<file path="config.mk">
export PLATFORM = sky130hd
export DESIGN_NAME = zfnaf_brick_encoder
export DESIGN_NICKNAME = d
export VERILOG_FILES = /design/src/rtl/dnn_zf_pkg.sv /design/src/rtl/zf_out_reg.sv /design/src/rtl/zfnaf_brick_encoder.sv
export SDC_FILE = /design/constraint.sdc
export NUM_CORES = 1
export LEC_CHECK = 0
export CAP_MARGIN = 10
export CORE_ASPECT_RATIO = 1.75
export CORE_MARGIN = 3
export CORE_UTILIZATION = 30
export DETAILED_ROUTE_END_ITERATION = 7
export GPL_TIMING_DRIVEN = 0
export RECOVER_POWER = 50
export SKIP_CTS_REPAIR_TIMING = 1
export SLEW_MARGIN = 20
export SYNTH_ARGS = -nofsm -noshare
export SYNTH_HDL_FRONTEND = slang
export SYNTH_SLANG_ARGS = --single-unit
</file>
<file path="constraint.sdc">
create_clock -name i_clk -period 5.2 [get_ports i_clk]
set_input_delay 0.78 -clock i_clk [delete_from_list [all_inputs] [get_ports i_clk]]
set_output_delay 0.78 -clock i_clk [all_outputs]
set_load 0.05 [all_outputs]
</file>
<file path="src/rtl/dnn_zf_pkg.sv">
// Shared definitions for the zero-skip brick path: default brick geometry and
// the {offset, value} pair layout used by the encoder and compressor-side consumers.
package dnn_zf_pkg;

    localparam int unsigned NEURON_W   = 16;
    localparam int unsigned BRICK_SIZE = 16;
    localparam int unsigned OFF_W      = $clog2(BRICK_SIZE);

    typedef struct packed {
        logic [OFF_W-1:0]    offset;
        logic [NEURON_W-1:0] value;
    } zf_pair_t;

    function automatic zf_pair_t zf_pack(input logic [OFF_W-1:0] offset,
                                         input logic [NEURON_W-1:0] value);
        zf_pair_t p;
        p.offset = offset;
        p.value  = value;
        return p;
    endfunction

endpackage

</file>
<file path="src/rtl/zf_out_reg.sv">
// Single-entry valid/ready output register holding one SRAM write (addr + data).
// Can accept a new entry in the same cycle the held one drains.
module zf_out_reg #(
    parameter int unsigned AW = 16,
    parameter int unsigned DW = 20
) (
    input  logic          clk,
    input  logic          rst,
    input  logic          in_valid,
    input  logic [AW-1:0] in_addr,
    input  logic [DW-1:0] in_data,
    output logic          in_ready,
    output logic          out_valid,
    output logic [AW-1:0] out_addr,
    output logic [DW-1:0] out_data,
    input  logic          out_ready
);

    logic          valid_q, valid_d;
    logic [AW-1:0] addr_q, addr_d;
    logic [DW-1:0] data_q, data_d;

    always_comb begin
        in_ready = ~valid_q | out_ready;
        valid_d  = valid_q;
        addr_d   = addr_q;
        data_d   = data_q;
        if (in_ready) begin
            valid_d = in_valid;
            if (in_valid) begin
                addr_d = in_addr;
                data_d = in_data;
            end
        end
    end

    always_ff @(posedge clk) begin
        if (rst) begin
            valid_q <= 1'b0;
            addr_q  <= '0;
            data_q  <= '0;
        end else begin
            valid_q <= valid_d;
            addr_q  <= addr_d;
            data_q  <= data_d;
        end
    end

    assign out_valid = valid_q;
    assign out_addr  = addr_q;
    assign out_data  = data_q;

endmodule

</file>
<file path="src/rtl/zfnaf_brick_encoder.sv">
// Groups a dense neuron stream into bricks, emits one packed {offset, value}
// SRAM write per non-zero value and reports each closed brick's non-zero count.
module zfnaf_brick_encoder #(
    parameter  int unsigned N          = dnn_zf_pkg::NEURON_W,
    parameter  int unsigned ADDR_SIZE  = 16,
    parameter  int unsigned BRICK_SIZE = dnn_zf_pkg::BRICK_SIZE,
    localparam int unsigned OFF_W      = $clog2(BRICK_SIZE)
) (
    input  logic                 i_clk,
    input  logic                 i_rst,
    input  logic                 i_start,
    input  logic [ADDR_SIZE-1:0] i_base_addr,
    input  logic                 i_valid,
    input  logic [N-1:0]         i_data,
    output logic                 o_ready,
    output logic                 o_wr_valid,
    output logic [ADDR_SIZE-1:0] o_wr_addr,
    output logic [N+OFF_W-1:0]   o_wr_data,
    input  logic                 i_wr_ready,
    output logic                 o_brick_done,
    output logic [OFF_W:0]       o_brick_nnz
);

    logic [OFF_W-1:0]     elem_q, elem_d, elem_cur;
    logic [OFF_W:0]       slot_q, slot_d, slot_cur;
    logic [ADDR_SIZE-1:0] brick_q, brick_d, brick_cur;
    logic                 done_q, done_d;
    logic [OFF_W:0]       nnz_q, nnz_d;

    logic                 acc;
    logic                 nz;
    logic                 push;
    logic [ADDR_SIZE-1:0] push_addr;
    logic [N+OFF_W-1:0]   push_data;

    always_comb begin
        // i_start takes effect before the same-cycle input, so that value lands at elem 0 of brick 0
        elem_cur  = i_start ? '0 : elem_q;
        slot_cur  = i_start ? '0 : slot_q;
        brick_cur = i_start ? '0 : brick_q;

        acc       = i_valid & o_ready;
        nz        = (i_data != '0);
        push      = acc & nz;
        push_addr = i_base_addr + (brick_cur << OFF_W) + ADDR_SIZE'(slot_cur);
        push_data = {elem_cur, i_data};

        elem_d  = elem_cur;
        slot_d  = slot_cur;
        brick_d = brick_cur;
        done_d  = 1'b0;
        nnz_d   = '0;

        if (acc) begin
            if (elem_cur == OFF_W'(BRICK_SIZE - 1)) begin
                elem_d  = '0;
                slot_d  = '0;
                brick_d = brick_cur + 1'b1;
                done_d  = 1'b1;
                nnz_d   = slot_cur + (OFF_W+1)'(nz);
            end else begin
                elem_d  = elem_cur + 1'b1;
                slot_d  = slot_cur + (OFF_W+1)'(nz);
            end
        end
    end

    always_ff @(posedge i_clk) begin
        if (i_rst) begin
            elem_q  <= '0;
            slot_q  <= '0;
            brick_q <= '0;
            done_q  <= 1'b0;
            nnz_q   <= '0;
        end else begin
            elem_q  <= elem_d;
            slot_q  <= slot_d;
            brick_q <= brick_d;
            done_q  <= done_d;
            nnz_q   <= nnz_d;
        end
    end

    zf_out_reg #(
        .AW (ADDR_SIZE),
        .DW (N + OFF_W)
    ) u_out_reg (
        .clk       (i_clk),
        .rst       (i_rst),
        .in_valid  (push),
        .in_addr   (push_addr),
        .in_data   (push_data),
        .in_ready  (o_ready),
        .out_valid (o_wr_valid),
        .out_addr  (o_wr_addr),
        .out_data  (o_wr_data),
        .out_ready (i_wr_ready)
    );

    assign o_brick_done = done_q;
    assign o_brick_nnz  = nnz_q;

endmodule
</file>
==> flow_metrics.py <==
metrics = {
    "timing": {
        "setup_violations": 0,
        "finClkSkew_ns": 0.00350,
        "slew_headroom": 0.573,
        "min_period_ns": 4.81,
        "setup_slack_ns": 0.392,
        "fmax_mhz": 208,
        "drv_slew": 0,
        "finalCritPeriodShare": 0.925,
        "tightest_slew_ns": 0.641,
        "hold_violations": 0,
        "setup_tns_ns": 0,
        "rsz0062_at_grt": "no",
    },
    "floorplan": {
        "die_y_um": 150,
        "design.core.area_um2": 11600,
        "die_area_um2": 13300,
        "die_w_um": 88.4,
        "start_util": 0.307,
        "num_io_pins": 81,
        "fp-row-count": 52,
    },
    "hold_path": {
        "min_path_type": "flop to flop",
    },
    "power": {
        "ir_drop_v": 0.000215,
        "leakage_nw": 2.02,
        "p_per_area_nw_per_um2": 282,
    },
    "cells_and_area": {
        "fin_nets": 582,
        "antenna_cells": 0,
        "final_common_cell": "nand2_1",
        "final_cell_mix": "76 x nand2_1, 64 x dfxtp_1, 45 x dlygate4sd3_1",
        "drive_above_1_share": 0.0486,
        "areaGrowthSynthToFinish_pct": 35.5,
    },
    "yosys": {
        "ys_types": 53,
        "netlist_instances": 421,
        "synth_seq_area_share": 0.360,
        "yosys_most_used_dff": "dfxtp_1",
        "synthesis.area_um2": 3560,
        "yosysWarnings": 0,
        "ys_ff_latch": 64,
        "async_reset_ff_frac": 0,
        "syn_avg_cell_area_um2": 8.46,
        "synth_edf_count": 0,
        "postSynthNetCount": 492,
    },
    "setup_path": {
        "crit_family": "buffers and inverters",
        "cp.required_ns": 5.43,
        "worstPathArrival_ns": 5.04,
        "cp_max_fo": 10,
        "end_kind": "flop",
        "regToRegSetupSlack_ns": 2.18,
        "crit_chain": "dlygate4sd3_1 -> clkbuf_1 -> clkbuf_1 -> nor2b_1 -> ha_1 -> ha_1 -> fa_1 -> a21oi_1 -> o211ai_1 -> a2111o_1 -> a2111o_1 -> o311ai_1",
        "critical_path_class": "input pin to flop",
        "timing.critical_path.buf_inv": 3,
        "cp-start-kind": "input pin",
        "slowest_delay_ns": 0.74,
        "critPathSlowestCell": "dlygate4sd3_1",
    },
    "grt": {
        "antenna_found_initial": 0,
        "grt_overflow": 0,
        "grt_max_degree": 11,
        "groute.usage.overall": 0.162,
        "grt_pass1_wl_mm": 16.5,
        "grt_pass1_vias": 3268,
    },
    "cts": {
        "cts_sinks": 64,
        "cts_buffer_depth": 2,
        "clock_latency_ns": 0.33,
        "numCtsBuffers": 9,
        "h-tree-depth": 3,
        "cts.clk_slew.worst_paths_ns": 0.05,
        "cts_root_buf": "clkbuf_16",
        "cts_tree": "done",
    },
    "place": {
        "gp_congestion": 0.835,
        "hpwl_mm": 8.10,
        "pre_cts_slack_ns": 0.160,
        "numPortBuffers": 79,
    },
    "drt": {
        "drcViolationCount": 0,
        "num_vias": 3378,
        "first_pass_iters": 4,
        "drtIter0Drc": 218,
        "avgRoutedWirePerCell_um": 16.0,
        "route.antenna.remaining_nets": 0,
        "viasPerCell": 5.20,
        "wl_mm": 10.4,
    },
    "status": {
        "status": "completed",
    },
    "flow_run": {
        "drv_cap": 0,
    },
}
## final timing paths
check / start / endpoint / cells after the start
worst min register to register: u_out_reg.out_data[16] / u_out_reg.out_data[16] / 2
worst max-delay path: i_start / u_out_reg.out_addr[15] / 12
worst min-delay path: u_out_reg.out_data[16] / u_out_reg.out_data[16] / 2
worst max register to register: slot_q[1] / u_out_reg.out_addr[15] / 9
## kinds of logic (layout without fill, tap and decap cells)
group           after synthesis  count (layout)  synth area share
compound gates               89              89             0.158
xor+xnor                     23              23            0.0566
fa+ha+maj                    34              34             0.122
buf+inv                      26             119            0.0330
flops                        64              64             0.360
mux                           1               1           0.00316
simple gates                184             184             0.268
## synthesized netlist by cell type (3+ instances only)
library cell	count	area share
nand2_1	75	0.079
dfxtp_1	64	0.36
a21oi_1	42	0.059
ha_1	33	0.12
nor2_1	23	0.024
nand3_1	17	0.024
clkbuf_1	15	0.016
nor2b_1	14	0.025
xnor2_1	13	0.032
xor2_1	10	0.025
nand4_1	8	0.014
o21ai_0	8	0.011
a21o_1	7	0.015
nor3_1	7	0.0098
a211oi_1	5	0.011
and2_1	5	0.0088
and2b_1	5	0.011
nand2b_1	5	0.0088
nor4_1	5	0.0088
a2111o_1	4	0.013
buf_2	4	0.0056
inv_1	4	0.0042
o211ai_1	4	0.0084
or4_1	4	0.0084
a31oi_1	3	0.0053
or3_1	3	0.0053
## registers in the layout, summed over array words and instances (netlist names)
| signal | flops |
|---|---|
| brick_q | 12 |
| elem_q | 4 |
| o_brick_done | 1 |
| o_brick_nnz | 5 |
| slot_q | 5 |
| u_out_reg.out_addr | 16 |
| u_out_reg.out_data | 20 |
| u_out_reg.out_valid | 1 |
## power by group
group	internal [W]	switching (W)	total [W]
Clock	0.000425	0.000207	0.000631
Combinational	0.0000741	0.000137	0.000211
Sequential	0.000509	0.00000844	0.000518
## through the flow
| stage | power [W] | instances | utilization | area [µm²] | hold slack, ns |
|---|---|---|---|---|---|
| finish | 0.00136 | 649 | 0.416 | 4820 | 0.451 |
| global route | 0.00141 | 649 | 0.416 | 4820 | 0.474 |
| CTS | 0.00138 | 649 | 0.417 | 4830 | 0.459 |
| detailed placement | 0.000747 | 635 | 0.390 | 4520 | 0.451 |
| global placement | 0.000744 | 635 | 0.390 | 4520 | 0.442 |
| floorplan | 0.000654 | 421 | - | 3560 | 0.484 |
## final cells by class
class | instances | area [µm²]
Tap cell | 135 | 169
Timing Repair Buffer | 79 | 791
Buffer | 22 | 98.8
Clock buffer | 10 | 239
Fill cell | 1186 | 6760
Inverter | 4 | 15.0
Clock inverter | 4 | 70.1
Multi-Input combinational cell | 331 | 2160
Sequential cell | 64 | 1280
## worst register-to-register path: stages, from the launching register on
cell	delay [ns]
dfxtp_1	0.31
nor2b_1	0.28
ha_1	0.30
ha_1	0.23
fa_1	0.42
a21oi_1	0.26
o211ai_1	0.21
a2111o_1	0.44
a2111o_1	0.38
o311ai_1	0.09
## per-layer routing
metal  GRT usage  vias to the layer above  routed length, µm
met1       0.184                     1574               4070
met4      0.0862                        0                375
met3      0.0241                       25                357
li1            -                     1678                  -
met2       0.285                      101               5550
met5           0                        -                  0
No activity file was read; power rests on OpenSTA's default activity.
